## src/rtl/irq_ctrl_pkg.sv

```systemverilog
// rtl/irq_ctrl_pkg.sv - shared constants for the interrupt controller
package irq_ctrl_pkg;
  localparam int AW = 10;
  localparam int NIRQ = 4;
  localparam logic [AW-1:0] VEC_BASE = 10'h3F0;
  localparam logic [2:0] LVL_NONE = 3'd4;
  localparam int CTX_W = AW + 3;
  localparam int STACK_DEPTH = 4;
endpackage

```

## src/rtl/irq_ctrl_ctx_stack.sv

```systemverilog
// rtl/irq_ctrl_ctx_stack.sv - 4-entry LIFO of saved {return pc, level} contexts
module ctx_stack
  import irq_ctrl_pkg::*;
#(
  parameter int W = CTX_W
) (
  input  logic         clk,
  input  logic         reset,
  input  logic         push,
  input  logic         pop,
  input  logic [W-1:0] push_data,
  output logic [W-1:0] top_data,
  output logic [2:0]   level
);
  logic [W-1:0] mem [STACK_DEPTH];
  logic [2:0]   ptr;
  logic         can_push;

  assign can_push = push && (ptr != 3'(STACK_DEPTH));

  always_ff @(posedge clk or posedge reset) begin
    if (reset) begin
      ptr <= 3'd0;
    end else if (can_push) begin
      ptr <= ptr + 3'd1;
    end else if (pop && ptr != 3'd0) begin
      ptr <= ptr - 3'd1;
    end
  end

  // Entries are only reachable below ptr, so the array needs no reset.
  always_ff @(posedge clk) begin
    if (can_push) begin
      mem[ptr[1:0]] <= push_data;
    end
  end

  assign top_data = mem[2'(ptr - 3'd1)];
  assign level    = ptr;
endmodule

```

## src/rtl/irq_ctrl.sv

```systemverilog
// rtl/irq_ctrl.sv - edge-triggered nested priority interrupt controller
module irq_ctrl #(
  parameter int AW = irq_ctrl_pkg::AW,
  parameter int NIRQ = irq_ctrl_pkg::NIRQ,
  parameter logic [AW-1:0] VEC_BASE = irq_ctrl_pkg::VEC_BASE
) (
  input  logic            clk,
  input  logic            reset,
  input  logic [NIRQ-1:0] irq,
  input  logic            irq_en,
  input  logic [AW-1:0]   pc_next,
  input  logic            reti,
  output logic            irq_take,
  output logic [AW-1:0]   vector,
  output logic            ret_valid,
  output logic [AW-1:0]   ret_addr,
  output logic            in_isr,
  output logic [NIRQ-1:0] irq_ack,
  output logic            err_underflow
);
  localparam int CTX_W = AW + 3;

  logic [NIRQ-1:0]  irq_q, pending, rise, eligible, win_mask;
  logic             armed, take, do_pop;
  logic [2:0]       cur_lvl, win_lvl, depth;
  logic [CTX_W-1:0] top_ctx;

  // irq_q must hold a real sample before edges count, so a line held high
  // across reset release is not mistaken for a new request.
  assign rise   = armed ? (irq & ~irq_q) : '0;
  assign do_pop = reti && (depth != 3'd0);

  always_comb begin
    eligible = '0;
    win_mask = '0;
    win_lvl  = irq_ctrl_pkg::LVL_NONE;
    take     = 1'b0;
    for (int i = 0; i < NIRQ; i++) begin
      eligible[i] = pending[i] && irq_en && !reti && (3'(i) < cur_lvl) &&
                    (depth != 3'(irq_ctrl_pkg::STACK_DEPTH));
    end
    for (int i = NIRQ - 1; i >= 0; i--) begin
      if (eligible[i]) begin
        win_mask    = '0;
        win_mask[i] = 1'b1;
        win_lvl     = 3'(i);
        take        = 1'b1;
      end
    end
  end

  ctx_stack #(.W(CTX_W)) u_stack (
    .clk       (clk),
    .reset     (reset),
    .push      (take),
    .pop       (do_pop),
    .push_data ({pc_next, cur_lvl}),
    .top_data  (top_ctx),
    .level     (depth)
  );

  always_ff @(posedge clk or posedge reset) begin
    if (reset) begin
      irq_q         <= '0;
      armed         <= 1'b0;
      pending       <= '0;
      cur_lvl       <= irq_ctrl_pkg::LVL_NONE;
      irq_take      <= 1'b0;
      irq_ack       <= '0;
      vector        <= '0;
      ret_valid     <= 1'b0;
      ret_addr      <= '0;
      in_isr        <= 1'b0;
      err_underflow <= 1'b0;
    end else begin
      irq_q     <= irq;
      armed     <= 1'b1;
      pending   <= (pending & ~win_mask) | rise;
      irq_take  <= take;
      irq_ack   <= win_mask;
      ret_valid <= do_pop;
      if (take) begin
        cur_lvl <= win_lvl;
        vector  <= VEC_BASE + AW'({win_lvl, 2'b00});
        in_isr  <= 1'b1;
      end else if (do_pop) begin
        cur_lvl  <= top_ctx[2:0];
        ret_addr <= top_ctx[CTX_W-1:3];
        in_isr   <= (depth != 3'd1);
      end
      if (reti && depth == 3'd0) begin
        err_underflow <= 1'b1;
      end
    end
  end
endmodule

```

## config.mk

```make
export PLATFORM = sky130hd
export DESIGN_NAME = irq_ctrl
export DESIGN_NICKNAME = d
export VERILOG_FILES = /design/src/rtl/irq_ctrl_pkg.sv /design/src/rtl/irq_ctrl_ctx_stack.sv /design/src/rtl/irq_ctrl.sv
export SDC_FILE = /design/constraint.sdc
export NUM_CORES = 1
export LEC_CHECK = 0
export ABC_AREA = 1
export ABC_CLOCK_PERIOD_IN_PS = 4250
export BUFFER_PORTS_ARGS = -buffer_cell sky130_fd_sc_hd__buf_4
export CAP_MARGIN = 40
export CORE_MARGIN = 2
export CORE_UTILIZATION = 55
export CTS_CLUSTER_DIAMETER = 30
export DETAILED_ROUTE_END_ITERATION = 10
export PLACE_DENSITY = 0.84
export SLEW_MARGIN = 20
export SYNTH_ARGS = -nofsm -noshare
export SYNTH_HDL_FRONTEND = slang
export SYNTH_SLANG_ARGS = --single-unit
```

## constraint.sdc

```tcl
create_clock -name clk -period 4.25 [get_ports clk]
set_input_delay 0.85 -clock clk [delete_from_list [all_inputs] [get_ports clk]]
set_output_delay 0.85 -clock clk [all_outputs]
set_load 0.005 [all_outputs]
```

==> results of run 1 <==
==> registers in the layout, summed over array words and instances (netlist names) <==
register and flops:
irq_take 1, pending 4, u_stack.level 3, err_underflow 1
irq_q 4, u_stack.mem 52, armed 1, in_isr 1
vector 3, ret_addr 10, irq_ack 4, ret_valid 1
cur_lvl 3
==> final cells by class <==
cell class	count	area share, %
timing repair buffer	50	9.12
clock buffer	10	3.31
multi-input combinational	188	22.4
clock inverter	6	1.63
tap	77	2.32
sequential	88	59.3
inverter	21	1.93
==> cell families after synthesis <==
logic type	synth area share, %
AND/OR/NAND/NOR	15.6
other	0.210
adder cells (fa/ha/maj)	1.75
XOR/XNOR	0.490
flip-flops	68.9
AO/OA/AOI/OAI	7.90
buffers and inverters	5.14
==> metal layers <==
metal	vias up	routed length (um)	global-route usage, %
li1	1124	-	-
met1	1112	2950	27.8
met2	92	3280	31.4
met3	14	349	4.03
met4	0	143	9.09
met5	-	0	0
==> stage by stage <==
step	power, mW	setup WS, ps
3_3_place_gp	2.31	1510
5_1_grt	3.15	1410
6_report	2.95	1570
3_5_place_dp	2.37	1620
2_1_floorplan	2.01	1590
4_1_cts	2.95	1610
==> worst register-to-register path: cells and delay by family (launching register included) <==
family                   cells  cell delay, ps
flip-flops                   1             330
AND/OR/NAND/NOR              6            1050
adder cells (fa/ha/maj)      1             270
buffers and inverters        4             750
==> final timing paths <==
path,from,end,slack [ps],depth (start not counted)
worst max-delay path,u_stack.level[0],u_stack.mem[3][10],1570,11
max in group asynchronous,reset,ret_addr[7],2930,3
min in group asynchronous,reset,vector[3],600,2
worst min-delay path,irq_q[1],pending[1],490,3
worst min register to register,irq_q[1],pending[1],490,3
worst max register to register,u_stack.level[0],u_stack.mem[3][10],1570,11
==> cells in the mapped netlist <==
cell type  instances  share of area, %
o21ai_1            2              0.28
buf_2              5              0.70
buf_4              7               1.5
ha_1               5               1.7
o21ai_4            1              0.45
a22o_1             1              0.24
dfrtp_1           35                24
clkinv_1           1              0.10
clkbuf_1           4              0.42
nor2_8             1              0.56
o31ai_1            1              0.21
nor3_1             1              0.14
inv_1             16               1.7
nand3_2            3              0.84
a21oi_1            1              0.14
inv_2              3              0.31
nor2_1            77               8.1
clkinv_2           1              0.14
nor2_2             1              0.17
nand2_4            4               1.3
buf_6              1              0.31
nand2_1           35               3.7
conb_1             2              0.21
o21ai_0           32               4.5
or2_1              1              0.17
edfxtp_1          52                44
nand3_1            4              0.56
nand4_1            1              0.17
a31oi_1           10               1.7
dfstp_2            1              0.73
xnor2_1            2              0.49
o22ai_1            2              0.35
==> power groups by stage <==
stage | combinational, mW | clock, mW | sequential [mW]
after floorplan | 0.748 | 0 | 1.26
after global placement | 1.02 | 0 | 1.29
after detailed placement | 1.07 | 0 | 1.30
after CTS | 1.08 | 0.595 | 1.28
after global routing | 1.22 | 0.634 | 1.30
final | 1.08 | 0.592 | 1.28
==> flow_metrics.env, run 1 <==
export IMPL_status="completed"
export IMPL_grt_pass1_vias=2328
export IMPL_cts_root_buf="clkbuf_8"
export IMPL_grt_ovfl_total=0
export IMPL_switching_power_mw=1.10
export IMPL_via_per_inst=5.32
export IMPL_seq_power_share_pct=43.3
export IMPL_dr_pass1_iters=5
export IMPL_cp_slowest_stage_delay_ps=490
export IMPL_initial_core_util_pct=56.7
export IMPL_tns_ps=0
export IMPL_clock_latency_ps=360
export IMPL_yosysWarnings=0
export IMPL_ir_worst_vdd_mv=0.340
export IMPL_grt_first_pass_wirelength_um=11100
export IMPL_clock_power_share_pct=20.1
export IMPL_hold_viol_final=0
export IMPL_area_delta_synth_final_pct=16.2
export IMPL_fin_cells=440
export IMPL_vias=2342
export IMPL_timing_fmax_mhz=373
export IMPL_power_switching_share_pct=37.1
export IMPL_num_nets_final=381
export IMPL_hpwl_um=4510
export IMPL_cp_data_required_time_ps=4320
export IMPL_drv_slew=0
export IMPL_fin_skew_ps=9.95
export IMPL_ios=46
export IMPL_power_internal_mw=1.86
export IMPL_place_congestion=0.904
export IMPL_path_buf_inv=4
export IMPL_fin_crit_sh_pct=63.1
export IMPL_ctsLongestPathBuffers=2
export IMPL_tightest_slew_ps=714
export IMPL_setup_viol_count_final=0
export IMPL_maxCapViolations=0
export IMPL_final_common_cell="nor2_1"
export IMPL_grt_usage_pct=20.2
export IMPL_critical_path_slowest_cell="nor2_1"
export IMPL_fin_crit_ps=2680
export IMPL_die_x_um=84.6
export IMPL_coreArea_um2=6310
export IMPL_arrival_ps=2750
export IMPL_grt_max_degree=31
export IMPL_io_buffers=43
export IMPL_post_route_util_pct=65.9
export IMPL_ys_types=32
export IMPL_hp_class="reg2reg"
export IMPL_dieArea_um2=7160
export IMPL_multi_input_area_um2=933
export IMPL_comb_power_share_pct=36.6
export IMPL_p_per_area_nw_per_um2=710
export IMPL_seq_area_um2=2460
export IMPL_finalHoldWorstSlack_ps=487
export IMPL_cts_tree="built"
export IMPL_synth_area_per_cell_um2=11.4
export IMPL_syn_area_um2=3580
export IMPL_rows=29
export IMPL_maxSlewHeadroom_pct=52.4
export IMPL_cts_buffers=9
export IMPL_path_clk_slew_ps=80
export IMPL_post_cts_buffers=0
export IMPL_die_y_um=84.6
export IMPL_final_cell_mix="77 x nor2_1, 52 x edfxtp_1, 49 x buf_4"
export IMPL_drive_gt1_share_pct=22.0
export IMPL_crit_family="simple AND/OR/NAND/NOR gates"
export IMPL_fillers=466
export IMPL_crit_top_cell="nand2_4"
export IMPL_crit_path_end_kind="register"
export IMPL_numClockSinks=88
export IMPL_ctsResizeCount=0
export IMPL_drt_initial_drc_count=200
export IMPL_detail_route_antenna_nets=0
export IMPL_synth_seq_area_share_pct=68.9
export IMPL_drcViolationCount=0
export IMPL_crit_fanout=30
export IMPL_p_leak_nw=1.73
export IMPL_place_inst=424
export IMPL_wl_per_cell_um=15.3
export IMPL_cts_hold_buffers=0
export IMPL_antenna_found_initial=0
export IMPL_worstPathCellList="buf_4 > clkinv_1 > ha_1 > nand2_4 > nand3_2 > nor2_2 > inv_2 > nand2_4 > nor2_8 > nor2_1 > buf_6"
export IMPL_rsz0062_at_grt="false"
export IMPL_ys_seq_elements=88
export IMPL_placed_area_um2=3950
export IMPL_stdcell_area_um2=4160
export IMPL_diodes=0
export IMPL_cp_start_kind="register"
export IMPL_crit_type="reg2reg"
export IMPL_drt_total_wl_um=6720
export IMPL_netlist_instances=313
export IMPL_cts_htree_levels=3
(Power assumes the default switching activity.)
==> inputs of run 2 (changes only) <==
--- a/config.mk
+++ b/config.mk
@@ -6,7 +6,7 @@
 export NUM_CORES = 1
 export LEC_CHECK = 0
 export ABC_AREA = 1
-export ABC_CLOCK_PERIOD_IN_PS = 4250
+export ABC_CLOCK_PERIOD_IN_PS = 2800
 export BUFFER_PORTS_ARGS = -buffer_cell sky130_fd_sc_hd__buf_4
 export CAP_MARGIN = 40
 export CORE_MARGIN = 2
==> constraint.sdc (replaced) <==
create_clock -name clk -period 2.8 [get_ports clk]
set_input_delay 0.56 -clock clk [delete_from_list [all_inputs] [get_ports clk]]
set_output_delay 0.56 -clock clk [all_outputs]
set_load 0.005 [all_outputs]
==> flow_metrics.env, run 2 (synthesized netlist as in run 1, its figures left out) <==
export IMPL_p_per_area_nw_per_um2=1080
export IMPL_finalHoldWorstSlack_ps=308
export IMPL_setup_viol_count_final=0
export IMPL_hold_viol_final=0
export IMPL_cts_tree="built"
export IMPL_rsz0062_at_grt="false"
export IMPL_drt_initial_drc_count=280
export IMPL_r2r_start="u_stack.level[1]"
export IMPL_grt_use_met3_pct=3.54
export IMPL_drcViolationCount=0
export IMPL_clock_power_share_pct=18.9
export IMPL_die_y_um=84.6
export IMPL_setup_slack_ps=784
export IMPL_crit_end="u_stack.mem[3][0]"
export IMPL_arrival_ps=2070
export IMPL_crit_path_start="u_stack.level[1]"
export IMPL_cts_htree_levels=3
export IMPL_cts_root_buf="clkbuf_8"
export IMPL_io_buffers=43
export IMPL_grt_pass1_vias=2479
export IMPL_place_congestion=0.866
export IMPL_clock_latency_ps=360
export IMPL_power_internal_mw=2.74
export IMPL_ir_worst_vdd_mv=0.631
export IMPL_worstPathCellList="inv_1 > ha_1 > nand2_4 > nand3_2 > nor2_2 > inv_2 > nand2_4 > nor2_8 > nor2_1 > buf_4"
export IMPL_fin_crit_sh_pct=72.0
export IMPL_diodes=0
export IMPL_initial_core_util_pct=56.7
export IMPL_ctsLongestPathBuffers=2
export IMPL_cp_start_kind="register"
export IMPL_wl_per_cell_um=15.9
export IMPL_power_switching_share_pct=38.8
export IMPL_dr_pass1_iters=4
export IMPL_area_delta_synth_final_pct=16.0
export IMPL_final_common_cell="nor2_1"
export IMPL_grt_busiest_layer="met2"
export IMPL_rows=29
export IMPL_gr_usage_met1_pct=26.2
export IMPL_numClockSinks=88
export IMPL_hp_class="in2async"
export IMPL_crit_fanout=13
export IMPL_worst_r2r_endpoint="u_stack.mem[3][0]"
export IMPL_status="completed"
export IMPL_ctsResizeCount=0
export IMPL_num_nets_final=382
export IMPL_fin_skew_ps=8.44
export IMPL_dieArea_um2=7160
export IMPL_final_cell_mix="77 x nor2_1, 52 x edfxtp_1, 51 x buf_4"
export IMPL_pre_cts_slack_ps=821
export IMPL_post_route_util_pct=65.7
export IMPL_drt_total_wl_um=7010
export IMPL_antenna_found_initial=0
export IMPL_die_x_um=84.6
export IMPL_grt_max_degree=37
export IMPL_comb_power_share_pct=37.8
export IMPL_tns_ps=0
export IMPL_vias=2385
export IMPL_detail_route_antenna_nets=0
export IMPL_via_per_inst=5.41
export IMPL_maxCapViolations=0
export IMPL_cp_slowest_stage_delay_ps=410
export IMPL_drv_slew=0
export IMPL_switching_power_mw=1.74
export IMPL_cts_hold_buffers=0
export IMPL_drive_gt1_share_pct=22.5
export IMPL_r2r_cells=10
export IMPL_grt_util_met2_pct=35.6
export IMPL_hpwl_um=4510
export IMPL_ios=46
export IMPL_largest_reg_flops=52
export IMPL_grt_first_pass_wirelength_um=11700
export IMPL_timing_fmax_mhz=496
export IMPL_cts_buffers=9
export IMPL_critical_path_slowest_cell="dfrtp_1"
export IMPL_fin_crit_ps=2020
export IMPL_crit_type="reg2reg"
export IMPL_cp_data_required_time_ps=2860
export IMPL_seq_power_share_pct=43.4
export IMPL_p_leak_nw=1.74
export IMPL_post_cts_buffers=0
export IMPL_rrSetupSlack_ps=780
export IMPL_grt_usage_pct=21.5
export IMPL_coreArea_um2=6310
export IMPL_crit_path_end_kind="register"
export IMPL_grt_ovfl_total=0
export IMPL_path_clk_slew_ps=100
export IMPL_crit_top_cell="nand2_4"
==> run 2: worst min-delay path by stage <==
| stage | start | slack (ps) | cells past startpoint | to |
|---|---|---|---|---|
| 3_3_place_gp | err_underflow | 470 | 2 | err_underflow |
| 5_1_grt | irq[2] | 310 | 1 | irq_q[2] |
| 2_1_floorplan | err_underflow | 460 | 2 | err_underflow |
| 6_report | reset | 310 | 3 | ret_addr[2] |
| 4_1_cts | irq[1] | 300 | 1 | irq_q[1] |
| 3_5_place_dp | vector[2] | 470 | 2 | vector[2] |
==> run 2: power groups by stage <==
| stage | Combinational [mW] | Clock [mW] | Sequential, mW |
|---|---|---|---|
| 2_1_floorplan | 1.14 | 0 | 1.92 |
| 5_1_grt | 1.89 | 0.916 | 1.98 |
| 3_3_place_gp | 1.57 | 0 | 1.95 |
| 6_report | 1.69 | 0.844 | 1.94 |
| 3_5_place_dp | 1.67 | 0 | 1.97 |
| 4_1_cts | 1.69 | 0.860 | 1.94 |
==> run 2: metal layers <==
| layer | routed length [um] | share of wire (%) |
|---|---|---|
| met1 | 2720 | 39 |
| met2 | 3700 | 53 |
| met3 | 381 | 5.4 |
| met4 | 212 | 3.0 |
| met5 | 0 | 0 |
==> run 2: worst max-delay path: cells and delay by family (launching register included) <==
kind / cells / cell delay [ps]
adder cells (fa/ha/maj): 1 / 250
buffers and inverters: 3 / 410
flip-flops: 1 / 410
AND/OR/NAND/NOR: 6 / 650
==> run 2: per-stage QoR <==
| stage | instances | cell area, um2 | power [mW] |
|---|---|---|---|
| 6_report | 441 | 4150 | 4.48 |
| 4_1_cts | 441 | 4150 | 4.49 |
| 3_3_place_gp | 425 | 3960 | 3.52 |
| 3_5_place_dp | 425 | 3960 | 3.63 |
| 2_1_floorplan | 314 | 3580 | 3.05 |
| 5_1_grt | 441 | 4150 | 4.79 |
==> run 2: cell type report <==
cell class	count	area (um2)
well taps	77	96.3
multi-input cells	188	933
clock buffers	9	124
inverters	21	80.1
repair buffers	51	383
fillers	453	2160
clock inverters	7	70.1
flip-flops and latches	88	2460
